$ cat config.mk
export PLATFORM = sky130hd
export DESIGN_NAME = serial_add_ctrl
export DESIGN_NICKNAME = d
export VERILOG_FILES = /design/src/rtl/serial_add_ctrl.sv
export SDC_FILE = /design/constraint.sdc
export NUM_CORES = 1
export LEC_CHECK = 0
export ABC_AREA = 1
export CAP_MARGIN = 10
export CORE_UTILIZATION = 41
export CTS_CLUSTER_DIAMETER = 100
export CTS_CLUSTER_SIZE = 12
export DETAILED_ROUTE_END_ITERATION = 10
export PLACE_DENSITY = 0.68
export SYNTH_ARGS = -nofsm -noshare
export SYNTH_HDL_FRONTEND = slang
export SYNTH_SLANG_ARGS = --single-unit
$ cat constraint.sdc
create_clock -name clk -period 2.2 [get_ports clk]
set_clock_uncertainty 0.2 [all_clocks]
set_input_delay 0.66 -clock clk [delete_from_list [all_inputs] [get_ports clk]]
set_output_delay 0.66 -clock clk [all_outputs]
set_load 0.05 [all_outputs]
$ cat src/rtl/serial_add_ctrl.sv
// Bit-serial adder: one full-adder cell (two half adders plus carry OR) walks the
// operands LSB first under an IDLE/RUN/DONE controller, registering sum and carry-out.

module hA (
    input  logic A,
    input  logic B,
    output logic Sum,
    output logic Cout
);
    assign Sum  = A ^ B;
    assign Cout = A & B;
endmodule

module serial_add_ctrl #(
    parameter int WIDTH = 8
) (
    input  logic             clk,
    input  logic             rst,
    input  logic             start,
    input  logic [WIDTH-1:0] a_in,
    input  logic [WIDTH-1:0] b_in,
    output logic             busy,
    output logic             done,
    output logic [WIDTH-1:0] sum_out,
    output logic             cout
);
    localparam int CNT_W = $clog2(WIDTH + 1);
    localparam logic [CNT_W-1:0] LAST_BIT = CNT_W'(WIDTH - 1);

    typedef enum logic [1:0] {S_IDLE, S_RUN, S_DONE} state_t;

    state_t             r_state;
    state_t             w_state_nxt;
    logic [WIDTH-1:0]   r_a;
    logic [WIDTH-1:0]   r_b;
    logic [WIDTH-1:0]   r_psum;
    logic               r_c;
    logic [CNT_W-1:0]   r_cnt;
    logic [WIDTH-1:0]   r_sum_out;
    logic               r_cout;

    logic               w_s0;
    logic               w_c0;
    logic               w_s;
    logic               w_c1;
    logic               w_cy;
    logic               w_last;
    logic [WIDTH-1:0]   w_psum_nxt;

    // Full-adder cell: the only adder logic in the block
    hA u_ha0 (.A(r_a[0]), .B(r_b[0]), .Sum(w_s0), .Cout(w_c0));
    hA u_ha1 (.A(w_s0),   .B(r_c),    .Sum(w_s),  .Cout(w_c1));
    assign w_cy = w_c0 | w_c1;

    assign w_last     = (r_cnt == LAST_BIT);
    assign w_psum_nxt = {w_s, r_psum[WIDTH-1:1]};

    always_ff @(posedge clk) begin
        if (rst) begin
            r_state <= S_IDLE;
        end else begin
            r_state <= w_state_nxt;
        end
    end

    always_comb begin
        w_state_nxt = r_state;
        busy        = 1'b0;
        done        = 1'b0;
        case (r_state)
            S_IDLE: begin
                if (start) begin
                    w_state_nxt = S_RUN;
                end
            end
            S_RUN: begin
                busy = 1'b1;
                if (w_last) begin
                    w_state_nxt = S_DONE;
                end
            end
            S_DONE: begin
                busy        = 1'b1;
                done        = 1'b1;
                w_state_nxt = S_IDLE;
            end
            default: begin
                w_state_nxt = S_IDLE;
            end
        endcase
    end

    always_ff @(posedge clk) begin
        if (rst) begin
            r_a       <= '0;
            r_b       <= '0;
            r_psum    <= '0;
            r_c       <= 1'b0;
            r_cnt     <= '0;
            r_sum_out <= '0;
            r_cout    <= 1'b0;
        end else begin
            case (r_state)
                S_IDLE: begin
                    if (start) begin
                        r_a    <= a_in;
                        r_b    <= b_in;
                        r_psum <= '0;
                        r_c    <= 1'b0;
                        r_cnt  <= '0;
                    end
                end
                S_RUN: begin
                    r_a    <= r_a >> 1;
                    r_b    <= r_b >> 1;
                    r_psum <= w_psum_nxt;
                    r_c    <= w_cy;
                    r_cnt  <= r_cnt + CNT_W'(1);
                    // Final bit: publish the completed result on the same edge
                    if (w_last) begin
                        r_sum_out <= w_psum_nxt;
                        r_cout    <= w_cy;
                    end
                end
                default: begin
                end
            endcase
        end
    end

    assign sum_out = r_sum_out;
    assign cout    = r_cout;

endmodule

# Yosys cells after proc, flatten, opt, wreduce, memory -nomap -nowiden
# Cells that the tools add are included.
[op_classes]
add_sub_neg = 1
eq_ne = 5
n_mux = 15
bitwise_logic = 5
n_reduce_logical = 6
[ops]
columns = ["operator", "count"]
rows = [
  ["case mux 8 bit (2 select lines)", 3],
  ["2-to-1 mux 8 bit", 3],
  ["case mux 4 bit (2 select lines)", 1],
  ["AND reduction 2 bit", 3],
  ["adder 4 x 1 -> 4 bit (second input constant)", 1],
  ["== test 4 x 3 -> 1 bit (second input constant)", 1],
  ["2-to-1 mux 2 bit", 2],
  ["2-to-1 mux 4 bit", 1],
  ["!= test 2 bit (second input constant)", 2],
  ["case mux 2 bit (2 select lines)", 1],
  ["2-to-1 mux 1 bit", 3],
  ["AND 1 bit", 2],
  ["== test 2 x 1 -> 1 bit (second input constant)", 1],
  ["== test 2 bit (second input constant)", 1],
  ["zero test 2 bit", 1],
  ["case mux 1 bit (2 select lines)", 1],
  ["nonzero test 2 bit", 1],
  ["OR reduction 2 bit", 1],
  ["XOR 1 bit", 2],
  ["bitwise OR 1 bit", 1],
]
[word_totals]
register_bits = 40
input_bits = 19
out_inout_bits = 11

# Depth between registers and ports, before layout
[depth]
word_depth = 4
ltp_mapped = 10

# Hierarchy
# A second synthesis with hierarchy kept.
[unflattened]
hier_cells = 239
hier_area_um2 = 1791.7
[by_module_without_submodules]
columns = ["module", "n_inst", "cells_per_inst", "area_each_um2", "seq_area_each_um2"]
rows = [
  ["serial_add_ctrl", 1, 237, 1766.7, 780.7],
  ["hA", 2, 1, 12.5, 0.0],
]

# Worst setup path before layout
# No wires, ideal clock.
[synth_timing]
path_kind = "reg-to-output"
startpoint = "register r_state[1]"
endpoint = "output busy"
arrival_ps = 921
t_required_ps = 1340
path_slack_ps = 419
stages_incl_launch_ff = 3
n_path_buf = 0
path_cell_list = "dfxtp_1 inv_1 ha_1"
[synth_between]
elab_chain_len = 3
word_cells_on_any_way = 4
classes_between = "eq/ne (2); mux (1); reduce/logical (1)"
[synth_lines]
columns = ["item", "line", "text"]
rows = [
  ["start, declared", "32", "state_t r_state;"],
  ["start signal, assigned", "62", "r_state <= w_state_nxt;"],
  ["== test 2 x 1 -> 1 bit or == test 2 bit (tied branches)", "70", "case (r_state)"],
  ["OR reduction 2 bit (no line) (*)", "-", ""],
  ["2-to-1 mux 1 bit (*)", "70", ""],
  ["end, declared", "22", "output logic busy,"],
]
# Every way passes the cells marked *; elsewhere a longest branch is shown, timed or not.

# Worst setup path in the final report
[layout_timing]
startpoint = "register r_state[0]"
endpoint = "output busy"
# Same word-level chain as after synthesis.

==> results.txt <==
- Post-detailed-placement half-perimeter wirelength: 2330 um
- Final worst-path cycle share: 0.9404
- During synthesis, Yosys emitted a total of 0 warnings.
- Endpoints failing hold: 0
- At the end of the flow, the number of nets in the layout was 292.
* Post-CTS setup buffer count: 0
* FILL cells: 421
- Seq cells post-synth: 39
- CTS saw 39 sinks.
- Boundary Pins: 30
- Commonest non-fill, non-tap cells in the layout: nand2_1 (87), dfxtp_1 (39), nor2_1 (29), a21oi_1 (18), clkdlybuf4s50_1 (18)
- R2r startpoint: r_state[0]$_SDFFE_PP0P_
- The via count of the first global-routing pass came to around 1.4k.
* Placeable Area: 4086 sq um
* Pwr per Cell Area: 789.7 nW/um^2
- Across the run, the number of max-cap violations was 0.
- At the worst endpoint, the arrival time is 1210 ps.
* Type of the setup path with the least slack: flop to primary output
- Detail-routed net length per standard cell: 10.67 um
* Clock root buffer master: clkbuf_8
- Unrepaired setup endpoints after global routing: false
- Share of synthesized flip-flops with an asynchronous set or reset: 0
- Data on the critical path is required at its endpoint by about 1300 ps.
* Initial standard-cell utilization of the core: 0.4345
- In this run the critical register-to-register path is captured at r_cnt[2]$_SDFFE_PP0P_.
- For the worst flop-to-flop path, the logic depth is 8.
- Diode insertion count for antenna repair: 0
* Slew at the pin with the worst max-slew slack: around 320 ps
- Commonest non-fill, non-tap cell in the layout: nand2_1
* Maximum number of pins on one net before global-route repair: 27
- Hold buffer count at CTS: 0
- The tightest min-delay check is of the flop to flop type.
- Netlist area before placement: between 1500 and 2000 sq um
- Overall power consumption after layout is estimated at 1.730 mW.
* Outcome: finished clean
* Clock latency reported for the late side of the worst-skew pair: 280 ps
- Setup slack, reg-to-reg: between 400 and 500 ps
- Slack of the critical path: 131.2 ps
* TritonCTS clock tree: built
- In this run, placement finished with an instance count of just over 300.
- The floorplan step set the die height to 67.81 um.
- Count of buffers from port buffering: 29
- Setup Slack @ Placement: 120.1 ps
- Yosys mapped a number of flops with a built-in enable equal to 0.
- The analysis attributes to cell leakage a power of 0.9176 nW.
- The worst setup path is launched from a flop.
* Antenna violations before repair: 0
* Maximum operating frequency: 483.4 MHz
* Clock buffer count from CTS: 5
- Rel. slew slack: 0.7893
- The number of gates resized after CTS was 0.
- The clock passes through at most 2 buffers.
- The initialized floorplan defines 23 standard-cell rows.
- The worst setup path is captured at a primary output.
* Time the worst path needs with I/O delays and setup: 2069 ps
- The H-tree was split into 2 levels.
- After global routing the overflow that remains totals 0.
* Final slew viol count: 0
* First-pass GRT wire length: 6203 um
- Summed over all layers, the routed wires come to roughly 3400 um.
* Avg Synthesized Cell Area: roughly 7.5 sq um
- Die area: 4598 sq um
- Largest vdd supply drop: 0.4380 mV
* DRC viols: 0
- Fraction of final layout cells with drive strength greater than 1: 0.1747
- Number of nets with antenna violations after routing: 0
* Drt initial violations: 39
* Fin cells: about 320
* Dominant register cell in the synthesized netlist: dfxtp_1
* Final setup violation count: 0
* Gate Count Post-Synth: 237
- Synthesis instantiated 28 different standard cells from the library.
- Critical-path maximum fanout: 3
- Launch point of the critical path: r_state[0]$_SDFFE_PP0P_
* Clock slew at reported path FFs: 80 ps
* Area Growth Syn to Fin: 23.40%
- The first detailed-routing pass took 4 iterations.
* Via total after detailed routing: 1517
- Of the synthesized area, sequential elements account for 0.4397.
* Synth Net Count: approximately 260
- After detailed routing, the number of vias per cell comes to about 4.8.
- Sum Neg Setup Slack: 0 ps
- The critical path ends at busy.
* Final weighted congestion of routability-driven global placement: 0.7481
- In this run the horizontal extent of the chip is 67.81 um.
* Global router's overall resource usage: 0.1797
-- flip-flops by register name, indices dropped and copies added, names as in the netlist --
name / flops
sum_out: 8
cout: 1
r_cnt: 4
r_b: 8
r_psum: 7
r_a: 8
r_state: 2
r_c: 1
-- layer usage --
metal / GRT usage / part of all wire
met2: 0.2995 / 0.48
met3: 0.05574 / 0.026
met1: 0.2197 / 0.49
met4: 0.05469 / 0.0079
met5: 0 / 0
-- final cells by class --
cell class                      instances  area [sq um]  share of cell area
Multi-Input combinational cell        178         864.6              0.3946
Inverter                               10         45.04             0.02056
Sequential cell                        39         780.7              0.3564
Clock buffer                            5         68.82             0.03141
Tap cell                               50         62.56             0.02856
Timing Repair Buffer                   34         325.3              0.1485
Clock inverter                          3         43.79             0.01999
-- stage by stage --
stage	utilization	hold WS [ps]	cell area, sq um
3_3_place_gp	0.5086	254.6	2078
3_5_place_dp	0.5086	256.2	2078
5_1_grt	0.5361	289.4	2191
6_report	0.5361	266.8	2191
2_1_floorplan	-	243.7	1775
4_1_cts	0.5361	269.0	2191
-- critical path, stage by stage, from the launching register on --
cell	delay [ps]
dfxtp_1	350
inv_1	80
ha_1	340
buf_12	160
-- synthesized netlist by cell type (2+ instances only) --
library cell | count | area (sq um)
inv_2 | 2 | 7.510
buf_6 | 3 | 33.78
a21oi_2 | 6 | 52.55
nand3_1 | 3 | 15.01
inv_1 | 6 | 22.52
nand2_2 | 8 | 50.05
nor2_1 | 29 | 108.9
ha_1 | 4 | 50.05
dfxtp_1 | 39 | 780.8
o21ai_0 | 14 | 70.07
a21oi_1 | 18 | 90.09
clkbuf_1 | 2 | 7.510
nand2_1 | 87 | 326.6
buf_4 | 2 | 15.01
-- kinds of logic (layout without fill, tap and decap cells) --
| kind of cell | after synthesis | in the layout | share of synthesized area |
|---|---|---|---|
| AND/OR/NAND/NOR | 133 | 133 | 0.3157 |
| AO/OA/AOI/OAI | 40 | 40 | 0.1318 |
| flip-flops | 39 | 39 | 0.4397 |
| buffers and inverters | 20 | 52 | 0.07329 |
| adder cells (fa/ha/maj) | 5 | 5 | 0.03947 |
-- worst min path at each step --
stage,start,endpoint,slack [ps],cells past startpoint
final,sum_out[0]$_SDFFE_PP0P_,sum_out[0]$_SDFFE_PP0P_,270,2
after global routing,r_b[7]$_SDFFE_PP0P_,r_b[7]$_SDFFE_PP0P_,290,2
after CTS,sum_out[5]$_SDFFE_PP0P_,sum_out[5]$_SDFFE_PP0P_,270,2
after detailed placement,sum_out[5]$_SDFFE_PP0P_,sum_out[5]$_SDFFE_PP0P_,260,2
after global placement,r_a[7]$_SDFFE_PP0P_,r_a[7]$_SDFFE_PP0P_,250,2
after floorplan,r_a[7]$_SDFFE_PP0P_,r_a[7]$_SDFFE_PP0P_,240,2
-- power by group --
part	switching (mW)	internal, mW	total (mW)
Combinational	0.215	0.131	0.346
Clock	0.256	0.338	0.594
Sequential	0.0307	0.759	0.790
(Power assumes the default switching activity.)
